`src/rtl/wishbone_pkg.sv`:
```
// Shared types and bus widths for the Wishbone initiator and its timeout helper.
package wishbone_pkg;

  localparam int unsigned WB_ADR_W = 32;
  localparam int unsigned WB_DAT_W = 32;
  localparam int unsigned WB_SEL_W = 4;

  typedef enum logic [1:0] {
    StIdle,
    StReq,
    StWait,
    StResp
  } wb_state_e;

endpackage

```
`src/rtl/wishbone_master_if.sv`:
```
// Command/response and Wishbone bus signals of the initiator.
// The master modport is the initiator's view; the slave modport is the environment's view.
interface wishbone_master_if;
  import wishbone_pkg::*;

  logic                cmd_valid_i;
  logic                cmd_ready_o;
  logic                cmd_we_i;
  logic [WB_SEL_W-1:0] cmd_sel_i;
  logic [WB_ADR_W-1:0] cmd_adr_i;
  logic [WB_DAT_W-1:0] cmd_dat_i;

  logic                rsp_valid_o;
  logic [WB_DAT_W-1:0] rsp_dat_o;
  logic                rsp_err_o;

  logic                wbm_cyc_o;
  logic                wbm_stb_o;
  logic                wbm_we_o;
  logic [WB_SEL_W-1:0] wbm_sel_o;
  logic [WB_ADR_W-1:0] wbm_adr_o;
  logic [WB_DAT_W-1:0] wbm_dat_o;
  logic [WB_DAT_W-1:0] wbm_dat_i;
  logic                wbm_ack_i;
  logic                wbm_err_i;
  logic                wbm_stall_i;

  modport master (
    input  cmd_valid_i, cmd_we_i, cmd_sel_i, cmd_adr_i, cmd_dat_i,
    output cmd_ready_o,
    output rsp_valid_o, rsp_dat_o, rsp_err_o,
    output wbm_cyc_o, wbm_stb_o, wbm_we_o, wbm_sel_o, wbm_adr_o, wbm_dat_o,
    input  wbm_dat_i, wbm_ack_i, wbm_err_i, wbm_stall_i
  );

  modport slave (
    output cmd_valid_i, cmd_we_i, cmd_sel_i, cmd_adr_i, cmd_dat_i,
    input  cmd_ready_o,
    input  rsp_valid_o, rsp_dat_o, rsp_err_o,
    input  wbm_cyc_o, wbm_stb_o, wbm_we_o, wbm_sel_o, wbm_adr_o, wbm_dat_o,
    output wbm_dat_i, wbm_ack_i, wbm_err_i, wbm_stall_i
  );

endinterface

```
`src/rtl/wishbone_timeout.sv`:
```
// Saturating cycle counter that flags the edge on which a bus cycle has run TIMEOUT_CYCLES cycles.
module wishbone_timeout #(
  parameter int unsigned TIMEOUT_CYCLES = 255
) (
  input  logic i_clk,
  input  logic i_rst_n,
  input  logic i_clear,
  input  logic i_enable,
  output logic o_expired
);

  localparam int unsigned CntW = $clog2(TIMEOUT_CYCLES + 1);
  localparam logic [CntW-1:0] MaxCnt  = CntW'(TIMEOUT_CYCLES);
  localparam logic [CntW-1:0] LastCnt = CntW'(TIMEOUT_CYCLES - 1);

  logic [CntW-1:0] r_count_q;
  logic [CntW-1:0] w_count_d;

  always_comb begin
    w_count_d = r_count_q;
    if (i_clear) begin
      w_count_d = '0;
    end else if (i_enable && (r_count_q != MaxCnt)) begin
      w_count_d = r_count_q + CntW'(1);
    end
  end

  always_ff @(posedge i_clk) begin
    if (!i_rst_n) begin
      r_count_q <= '0;
    end else begin
      r_count_q <= w_count_d;
    end
  end

  // High on the edge where the count would reach TIMEOUT_CYCLES.
  assign o_expired = i_enable && !i_clear && (r_count_q == LastCnt);

endmodule

```
`src/rtl/wishbone_master.sv`:
```
// Single-outstanding Wishbone pipelined initiator: one command in, one bus cycle, one response
// pulse, with every cycle bounded by a timeout.
module wishbone_master
  import wishbone_pkg::*;
#(
  parameter int unsigned TIMEOUT_CYCLES = 255
) (
  input  logic                  wb_clk_i,
  input  logic                  wb_rst_i,
  wishbone_master_if.master     bus
);

  wb_state_e           r_state_q, w_state_d;
  logic                r_cmd_ready_q, w_cmd_ready_d;
  logic                r_rsp_valid_q, w_rsp_valid_d;
  logic                r_rsp_err_q, w_rsp_err_d;
  logic [WB_DAT_W-1:0] r_rsp_dat_q, w_rsp_dat_d;
  logic                r_cyc_q, w_cyc_d;
  logic                r_stb_q, w_stb_d;
  logic                r_we_q, w_we_d;
  logic [WB_SEL_W-1:0] r_sel_q, w_sel_d;
  logic [WB_ADR_W-1:0] r_adr_q, w_adr_d;
  logic [WB_DAT_W-1:0] r_dat_q, w_dat_d;

  logic w_tmo_clear;
  logic w_tmo_enable;
  logic w_tmo_expired;

  wishbone_timeout #(
    .TIMEOUT_CYCLES (TIMEOUT_CYCLES)
  ) u_timeout (
    .i_clk     (wb_clk_i),
    .i_rst_n   (wb_rst_i),
    .i_clear   (w_tmo_clear),
    .i_enable  (w_tmo_enable),
    .o_expired (w_tmo_expired)
  );

  always_comb begin
    w_state_d     = r_state_q;
    w_cmd_ready_d = r_cmd_ready_q;
    w_rsp_valid_d = 1'b0;
    w_rsp_err_d   = r_rsp_err_q;
    w_rsp_dat_d   = r_rsp_dat_q;
    w_cyc_d       = r_cyc_q;
    w_stb_d       = r_stb_q;
    w_we_d        = r_we_q;
    w_sel_d       = r_sel_q;
    w_adr_d       = r_adr_q;
    w_dat_d       = r_dat_q;
    w_tmo_clear   = 1'b0;
    w_tmo_enable  = 1'b0;

    unique case (r_state_q)
      StIdle: begin
        w_cmd_ready_d = 1'b1;
        if (bus.cmd_valid_i && r_cmd_ready_q) begin
          w_we_d        = bus.cmd_we_i;
          w_sel_d       = bus.cmd_sel_i;
          w_adr_d       = bus.cmd_adr_i;
          w_dat_d       = bus.cmd_dat_i;
          w_cyc_d       = 1'b1;
          w_stb_d       = 1'b1;
          w_cmd_ready_d = 1'b0;
          w_tmo_clear   = 1'b1;
          w_state_d     = StReq;
        end
      end

      StReq: begin
        w_tmo_enable = 1'b1;
        // ack/err are not meaningful before the slave has taken the request.
        if (w_tmo_expired) begin
          w_cyc_d       = 1'b0;
          w_stb_d       = 1'b0;
          w_rsp_valid_d = 1'b1;
          w_rsp_err_d   = 1'b1;
          w_rsp_dat_d   = '0;
          w_state_d     = StResp;
        end else if (!bus.wbm_stall_i) begin
          w_stb_d   = 1'b0;
          w_state_d = StWait;
        end
      end

      StWait: begin
        w_tmo_enable = 1'b1;
        if (bus.wbm_err_i) begin
          w_cyc_d       = 1'b0;
          w_rsp_valid_d = 1'b1;
          w_rsp_err_d   = 1'b1;
          w_rsp_dat_d   = '0;
          w_state_d     = StResp;
        end else if (bus.wbm_ack_i) begin
          w_cyc_d       = 1'b0;
          w_rsp_valid_d = 1'b1;
          w_rsp_err_d   = 1'b0;
          w_rsp_dat_d   = r_we_q ? '0 : bus.wbm_dat_i;
          w_state_d     = StResp;
        end else if (w_tmo_expired) begin
          w_cyc_d       = 1'b0;
          w_rsp_valid_d = 1'b1;
          w_rsp_err_d   = 1'b1;
          w_rsp_dat_d   = '0;
          w_state_d     = StResp;
        end
      end

      StResp: begin
        w_cmd_ready_d = 1'b1;
        w_state_d     = StIdle;
      end

      default: begin
        w_cyc_d       = 1'b0;
        w_stb_d       = 1'b0;
        w_cmd_ready_d = 1'b0;
        w_state_d     = StIdle;
      end
    endcase
  end

  always_ff @(posedge wb_clk_i) begin
    if (!wb_rst_i) begin
      r_state_q     <= StIdle;
      r_cmd_ready_q <= 1'b0;
      r_rsp_valid_q <= 1'b0;
      r_rsp_err_q   <= 1'b0;
      r_rsp_dat_q   <= '0;
      r_cyc_q       <= 1'b0;
      r_stb_q       <= 1'b0;
      r_we_q        <= 1'b0;
      r_sel_q       <= '0;
      r_adr_q       <= '0;
      r_dat_q       <= '0;
    end else begin
      r_state_q     <= w_state_d;
      r_cmd_ready_q <= w_cmd_ready_d;
      r_rsp_valid_q <= w_rsp_valid_d;
      r_rsp_err_q   <= w_rsp_err_d;
      r_rsp_dat_q   <= w_rsp_dat_d;
      r_cyc_q       <= w_cyc_d;
      r_stb_q       <= w_stb_d;
      r_we_q        <= w_we_d;
      r_sel_q       <= w_sel_d;
      r_adr_q       <= w_adr_d;
      r_dat_q       <= w_dat_d;
    end
  end

  assign bus.cmd_ready_o = r_cmd_ready_q;
  assign bus.rsp_valid_o = r_rsp_valid_q;
  assign bus.rsp_err_o   = r_rsp_err_q;
  assign bus.rsp_dat_o   = r_rsp_dat_q;
  assign bus.wbm_cyc_o   = r_cyc_q;
  assign bus.wbm_stb_o   = r_stb_q;
  assign bus.wbm_we_o    = r_we_q;
  assign bus.wbm_sel_o   = r_sel_q;
  assign bus.wbm_adr_o   = r_adr_q;
  assign bus.wbm_dat_o   = r_dat_q;

endmodule

```
`src/flat_wrapper.sv`:
```
// flat-port wrapper written by rule: the top's interface ports become plain ports
module wishbone_master_flat import wishbone_pkg::*;
#(
  parameter int unsigned TIMEOUT_CYCLES = 255
)
  (wb_clk_i, wb_rst_i, bus_cmd_valid_i, bus_cmd_we_i, bus_cmd_sel_i, bus_cmd_adr_i, bus_cmd_dat_i, bus_cmd_ready_o, bus_rsp_valid_o, bus_rsp_dat_o, bus_rsp_err_o, bus_wbm_cyc_o, bus_wbm_stb_o, bus_wbm_we_o, bus_wbm_sel_o, bus_wbm_adr_o, bus_wbm_dat_o, bus_wbm_dat_i, bus_wbm_ack_i, bus_wbm_err_i, bus_wbm_stall_i);
  wishbone_master_if bus_i ();
  input  logic wb_clk_i;
  input  logic wb_rst_i;
  input wire logic [$bits(bus_i.cmd_valid_i)-1:0] bus_cmd_valid_i;
  input wire logic [$bits(bus_i.cmd_we_i)-1:0] bus_cmd_we_i;
  input wire logic [$bits(bus_i.cmd_sel_i)-1:0] bus_cmd_sel_i;
  input wire logic [$bits(bus_i.cmd_adr_i)-1:0] bus_cmd_adr_i;
  input wire logic [$bits(bus_i.cmd_dat_i)-1:0] bus_cmd_dat_i;
  output wire logic [$bits(bus_i.cmd_ready_o)-1:0] bus_cmd_ready_o;
  output wire logic [$bits(bus_i.rsp_valid_o)-1:0] bus_rsp_valid_o;
  output wire logic [$bits(bus_i.rsp_dat_o)-1:0] bus_rsp_dat_o;
  output wire logic [$bits(bus_i.rsp_err_o)-1:0] bus_rsp_err_o;
  output wire logic [$bits(bus_i.wbm_cyc_o)-1:0] bus_wbm_cyc_o;
  output wire logic [$bits(bus_i.wbm_stb_o)-1:0] bus_wbm_stb_o;
  output wire logic [$bits(bus_i.wbm_we_o)-1:0] bus_wbm_we_o;
  output wire logic [$bits(bus_i.wbm_sel_o)-1:0] bus_wbm_sel_o;
  output wire logic [$bits(bus_i.wbm_adr_o)-1:0] bus_wbm_adr_o;
  output wire logic [$bits(bus_i.wbm_dat_o)-1:0] bus_wbm_dat_o;
  input wire logic [$bits(bus_i.wbm_dat_i)-1:0] bus_wbm_dat_i;
  input wire logic [$bits(bus_i.wbm_ack_i)-1:0] bus_wbm_ack_i;
  input wire logic [$bits(bus_i.wbm_err_i)-1:0] bus_wbm_err_i;
  input wire logic [$bits(bus_i.wbm_stall_i)-1:0] bus_wbm_stall_i;
  assign bus_i.cmd_valid_i = bus_cmd_valid_i;
  assign bus_i.cmd_we_i = bus_cmd_we_i;
  assign bus_i.cmd_sel_i = bus_cmd_sel_i;
  assign bus_i.cmd_adr_i = bus_cmd_adr_i;
  assign bus_i.cmd_dat_i = bus_cmd_dat_i;
  assign bus_cmd_ready_o = bus_i.cmd_ready_o;
  assign bus_rsp_valid_o = bus_i.rsp_valid_o;
  assign bus_rsp_dat_o = bus_i.rsp_dat_o;
  assign bus_rsp_err_o = bus_i.rsp_err_o;
  assign bus_wbm_cyc_o = bus_i.wbm_cyc_o;
  assign bus_wbm_stb_o = bus_i.wbm_stb_o;
  assign bus_wbm_we_o = bus_i.wbm_we_o;
  assign bus_wbm_sel_o = bus_i.wbm_sel_o;
  assign bus_wbm_adr_o = bus_i.wbm_adr_o;
  assign bus_wbm_dat_o = bus_i.wbm_dat_o;
  assign bus_i.wbm_dat_i = bus_wbm_dat_i;
  assign bus_i.wbm_ack_i = bus_wbm_ack_i;
  assign bus_i.wbm_err_i = bus_wbm_err_i;
  assign bus_i.wbm_stall_i = bus_wbm_stall_i;
  wishbone_master #(.TIMEOUT_CYCLES(TIMEOUT_CYCLES)) u_core (.wb_clk_i(wb_clk_i), .wb_rst_i(wb_rst_i), .bus(bus_i));
endmodule
```
`config.mk`:
```
export PLATFORM = sky130hd
export DESIGN_NAME = wishbone_master_flat
export DESIGN_NICKNAME = d
export VERILOG_FILES = /design/src/rtl/wishbone_pkg.sv /design/src/rtl/wishbone_master_if.sv /design/src/rtl/wishbone_timeout.sv /design/src/rtl/wishbone_master.sv /design/src/flat_wrapper.sv
export SDC_FILE = /design/constraint.sdc
export NUM_CORES = 1
export LEC_CHECK = 0
export CAP_MARGIN = 20
export CORE_ASPECT_RATIO = 1.5
export CORE_MARGIN = 3
export CORE_UTILIZATION = 43
export CTS_CLUSTER_DIAMETER = 30
export CTS_CLUSTER_SIZE = 28
export DETAILED_ROUTE_END_ITERATION = 7
export PLACE_DENSITY = 0.88
export SLEW_MARGIN = 20
export SYNTH_ARGS = -nofsm -noshare
export SYNTH_HDL_FRONTEND = slang
export SYNTH_HIERARCHICAL = 1
export SYNTH_SLANG_ARGS = --single-unit
```
`constraint.sdc`:
```
create_clock -name wb_clk_i -period 5.3 [get_ports wb_clk_i]
set_clock_uncertainty 0.2 [all_clocks]
set_input_delay 1.06 -clock wb_clk_i [delete_from_list [all_inputs] [get_ports wb_clk_i]]
set_output_delay 1.06 -clock wb_clk_i [all_outputs]
set_load 0.03 [all_outputs]
```
# After elaboration in Yosys (flattened, before gate mapping)

Cells that the tools add are included.

Register bits after elaboration: 116
Input bits: 107
Output and inout bits: 106
Logic and storage cells: 71

Add/sub/neg operators: 1
Equal/unequal tests: 8
Mux-type cells: 33
Bitwise operators: 1
Reductions and logical operators: 16

Operator list:

| cell                                                                    | count |
|---|---|
| 32-bit 2-to-1 mux                                                       | 4 |
| 32-bit case mux with 2 select lines                                     | 1 |
| 1-bit 2-to-1 mux                                                        | 16 |
| 2-bit 2-to-1 mux                                                        | 6 |
| 8-bit by 1-bit adder with 8-bit output, second input constant           | 1 |
| 8-bit equality test, second input constant                              | 1 |
| 8-bit inequality test, second input constant                            | 1 |
| 1-bit case mux with 2 select lines                                      | 4 |
| 2-bit case mux with 4 select lines                                      | 1 |
| 3-bit AND reduction                                                     | 2 |
| 2-bit nonzero test                                                      | 3 |
| 2-bit equality test, second input constant                              | 2 |
| 1-bit logical AND                                                       | 4 |
| 4-bit inequality test, second input constant                            | 1 |
| 2-bit AND reduction                                                     | 2 |
| 2-bit OR reduction                                                      | 2 |
| 3-bit inequality test, second input constant                            | 1 |
| 1-bit case mux with 3 select lines                                      | 1 |
| 3-bit nonzero test                                                      | 1 |
| 2-bit by 1-bit equality test with 1-bit output, second input constant   | 1 |
| 2-bit zero test                                                         | 1 |
| 2-bit by 1-bit inequality test with 1-bit output, second input constant | 1 |
| 1-bit zero test                                                         | 1 |
| 1-bit inverter                                                          | 1 |

# Depth between registers and ports, before layout

Depth in word-level cells: 10
Gate-level depth with buffers: 9
Gate-level depth less buffers: 8

# Cells and area by module

Netlist, hierarchy kept.

By module, submodules not included:

| module           | instances | cells each | area an instance (um^2) | seq. area each (um^2) |
|---|---|---|---|---|
| wishbone_master  | 1         | 417        | 3,703.6                 | 2,162.1 |
| wishbone_timeout | 1         | 51         | 461.7                   | 160.2 |

# Least setup slack after synthesis

No wires, ideal clock.

Path kind: input to register
From: input bus_cmd_valid_i
To: register u_core.r_state_q[0]
Setup time: 0.092 ns
Arrival time: 3.162 ns
Required time: 5.008 ns
Setup slack: 1.846 ns
Stages on the path: 7
Buffers on the path: 1
Cells stage by stage: nand3_1 -> inv_2 -> clkbuf_1 -> nor4_1 -> and3b_1 -> or3_1 -> o32ai_1

Word-level cells in the longest chain between the ends: 8
Elaborated cells between the ends (all ways): 12
Classes of those cells: eq/ne (3); mux (4); reduce/logical (5)

RTL lines:

| element                                                                             | RTL line               | text |
|---|---|---|
| start: declaration                                                                  | flat_wrapper.sv:10     | `input wire logic [$bits(bus_i.cmd_valid_i)-1:0] bus_cmd_valid_i;` |
| 1-bit logical AND (*)                                                               | wishbone_master.sv:57  | `if (bus.cmd_valid_i && r_cmd_ready_q) begin` |
| 1-bit 2-to-1 mux (*)                                                                | wishbone_master.sv:57  |  |
| 1-bit 2-to-1 mux (*)                                                                | wishbone_master.sv:54  | `unique case (r_state_q)` |
| net u_core.w_tmo_clear                                                              | wishbone_master.sv:25  | `logic w_tmo_clear;` |
| 1-bit zero test (*)                                                                 | wishbone_timeout.sv:37 | `assign o_expired = i_enable && !i_clear && (r_count_q == LastCnt);` |
| 1-bit logical AND (*) (2 in series)                                                 | wishbone_timeout.sv:37 |  |
| net u_core.w_tmo_expired                                                            | wishbone_master.sv:27  | `logic w_tmo_expired;` |
| 4-bit inequality test (no line), or another cell as far along                       | n/a                    |  |
| 3-bit AND reduction (no line) or 2-bit case mux with 4 select lines (tied branches) | n/a                    |  |
| end signal: assignment                                                              | wishbone_master.sv:125 | `r_state_q <= StIdle;` |
| end signal: assignment                                                              | wishbone_master.sv:137 | `r_state_q <= w_state_d;` |
| end: declaration                                                                    | wishbone_master.sv:13  | `wb_state_e r_state_q, w_state_d;` |

The timed path passes the listed nets; every way through them passes the cells marked *.
A chain may end at the register's enable or synchronous reset.

# Final worst setup path

From: input bus_cmd_valid_i
To: register u_core.r_state_q[0]

Word-level cells in the longest chain between the ends: 8
Elaborated cells between the ends (all ways): 12
Classes of those cells: eq/ne (3); mux (4); reduce/logical (5)

RTL lines:

| element                                                                             | RTL line |
|---|---|
| 1-bit logical AND (*)                                                               | wishbone_master.sv:57 |
| 1-bit 2-to-1 mux (*)                                                                | wishbone_master.sv:57 |
| 1-bit 2-to-1 mux (*)                                                                | wishbone_master.sv:54 |
| 1-bit zero test (*)                                                                 | wishbone_timeout.sv:37 |
| 1-bit logical AND (*) (2 in series)                                                 | wishbone_timeout.sv:37 |
| net u_core.w_tmo_expired                                                            | wishbone_master.sv:27 |
| 4-bit inequality test (no line), or another cell as far along                       | n/a |
| 3-bit AND reduction (no line) or 2-bit case mux with 4 select lines (tied branches) | n/a |

Marked as above.

==> metrics.txt <==
post-route core utilization=0.741; largest net degree at the start of global routing=a little over 70; Startpoint Class=input pin; Via density=5.23; DP Worst Slack=around 1.8 ns; max_cap viols=0; initial DRC count=169; Worst path max stage delay=between 0.4 and 0.5 ns; Worst Path Arrival=3.10 ns; delay-heaviest family, CP=simple AND/OR/NAND/NOR gates; FF+latch count, synth=116; WL per Instance=16.6 um; Setup crit end kind=flop; post-synth top area share=0.558; global-route congestion overflow total=0; post-route ant nets=0; Synth Warn #=6; dpl hpwl=9190 um; CTS tree=done; Hold Fails Final Rpt=0; unrepaired setup endpoints after global routing=false; most common cell after layout, fill and taps aside=clkdlybuf4s50_1; Slowest cell on crit path=clkdlybuf4s50_1; gr usage total=0.243; Slew @ Worst Pin=around 0.75 ns; vias in the first global route=about 4.2k; Post-synth EDFFs=0; Area Growth Syn to Fin=66.6%; async set-or-reset flop fraction in the synthesized netlist=0; Root Buffer=clkbuf_16; CP required=between 5 and 6 ns; clock sink count=116; CP Max Fanout=8; Routed WL=about 13000 um; first-pass GRT wire length=20700 um; post-cts sizing count=0; DR pass1 iterations=4; PortBufs=212; initial antenna violation count=0; Synth area leader=dfxtp_1; die area=roughly 11000 sq um; leak pwr=between 0.002 and 0.003 uW; syn avg cell area=between 8 and 9 sq um; nets@finish=790; postcts setup bufs=0; # IOs=roughly 210; hold buffers post-CTS=0; HP Class=reg -> reg; most frequent cells in the layout=212 x clkdlybuf4s50_1, 146 x nand2_1, 116 x dfxtp_1, 74 x a21oi_1, 32 x a22o_1; Buf/Inv on CP=3; # H-tree levels=4; vias=4191; CTS buffer count=17; final number of max-transition violations=0; WS Path Type=in -> reg; Final Cycle Share=0.565; Setup Viol. Count Final=0; Worst-Skew Late Latency=0.40 ns; sequential element share of the synthesized area=0.558; die height=127 um; number of remaining DRC errors=0; routability cong.=0.824; syn nets=581; crit path time final=2.99 ns; Top FF cell, synth=dfxtp_1; Peak Freq=334 MHz; critical-path cell list=clkdlybuf4s50_1 -> nand3_2 -> inv_2 -> nor4_1 -> buf_4 -> and3b_1 -> or3_1 -> o32ai_1; Post-Synthesis Cell Area=4170 sq um; Slew HR=0.497; Max VDD drop=314 uV; setup ws final=2.31 ns; dominant cells by area after synthesis=dfxtp_1 56%, nand2_1 13%, a21oi_1 8.9%; layout cells sized above 1=0.0710; row count=43; status=completed; Reg clk slew, reported paths=0.05 ns; setup_tns=0 ns; placeable core region=9360 sq um; power per cell area=425 nW/um^2; Synth cell types=42; Initial Utilization=0.445; number of diodes=0; Die Wd=between 80 and 90 um; Synth Instances=468; clock buffer depth=2
-- final cells by class --
class                           count  area, sq um
Multi-Input combinational cell    314         1710
Clock inverter                     13          110
Fill cell                         652         2420
Inverter                           10         37.5
Tap cell                          112          140
Clock buffer                       19          443
Sequential cell                   116         2320
Timing Repair Buffer              218         2170
-- per-layer routing --
| layer | share of wire | global-route usage | routed length (um) |
|---|---|---|---|
| met2 | 0.53 | 0.435 | 7100 |
| met5 | 0 | 0 | 0 |
| met1 | 0.36 | 0.243 | 4810 |
| met3 | 0.069 | 0.0864 | 918 |
| met4 | 0.038 | 0.117 | 512 |
-- registers in the layout, indices dropped and copies added, names as in the netlist --
signal / cells
u_core/u_timeout/r_count_q: 8
u_core/bus.rsp_dat_o: 32
u_core/r_state_q: 2
u_core/bus.wbm_dat_o: 32
u_core/bus.wbm_cyc_o: 1
u_core/bus.wbm_we_o: 1
u_core/bus.wbm_adr_o: 32
u_core/bus.cmd_ready_o: 1
u_core/bus.rsp_err_o: 1
u_core/bus.wbm_stb_o: 1
u_core/bus.wbm_sel_o: 4
u_core/bus.rsp_valid_o: 1
-- tightest hold or removal path: cells and delay by family, from the launching register on --
kind             cells  cell delay (ns)
AO/OA/AOI/OAI        1             0.05
flip-flops           1             0.30
AND/OR/NAND/NOR      1             0.05
-- cell usage after synthesis (all sizes together) (3+ instances only) --
| cell type | count |
|---|---|
| nor2 | 4 |
| a211oi | 3 |
| and4 | 4 |
| inv | 10 |
| nand3 | 6 |
| ha | 6 |
| dfxtp | 116 |
| nor3 | 5 |
| o21ai | 3 |
| nand2 | 146 |
| a21oi | 74 |
| a2111oi | 3 |
| buf | 7 |
| a22o | 32 |
| mux2i | 3 |
| clkbuf | 21 |
-- kinds of logic (layout without fill, tap and decap cells) --
family                   after synthesis  after routing  share of synthesized area
buffers and inverters                 38            260                     0.0363
XOR/XNOR                               1              1                    0.00210
flip-flops                           116            116                      0.558
adder cells (fa/ha/maj)                6              6                     0.0180
AO/OA/AOI/OAI                        127            127                      0.199
multiplexers                           3              3                    0.00721
AND/OR/NAND/NOR                      177            177                      0.179
-- stage by stage --
stage | cell area, sq um | std cells | hold WS [ns] | power [uW]
global placement | 6370 | 769 | 0.241 | 1870
finish | 6940 | 802 | 0.254 | 2950
floorplan | 4170 | 468 | 0.273 | 1540
CTS | 6920 | 801 | 0.254 | 2960
global route | 6940 | 802 | 0.267 | 3080
detailed placement | 6370 | 769 | 0.246 | 1890
-- worst paths after layout --
check | startpoint | to | slack, ns | cells after the start
setup / recovery | bus_cmd_valid_i | u_core/r_state_q[0] | 2.31 | 8
hold reg to reg | u_core/bus.wbm_dat_o[13] | u_core/bus.wbm_dat_o[13] | 0.25 | 2
setup reg to reg | u_core/r_state_q[0] | u_core/r_state_q[0] | 2.47 | 8
hold / removal | u_core/bus.wbm_dat_o[13] | u_core/bus.wbm_dat_o[13] | 0.25 | 2
-- report_power, final --
group          switching (uW)  total (uW)  internal, uW
registers                61.5        1040           976
clock network             399        1050           653
logic                     515         860           345
total                     976        2950          1970
Note: power is estimated with default switching activity, not from simulation.
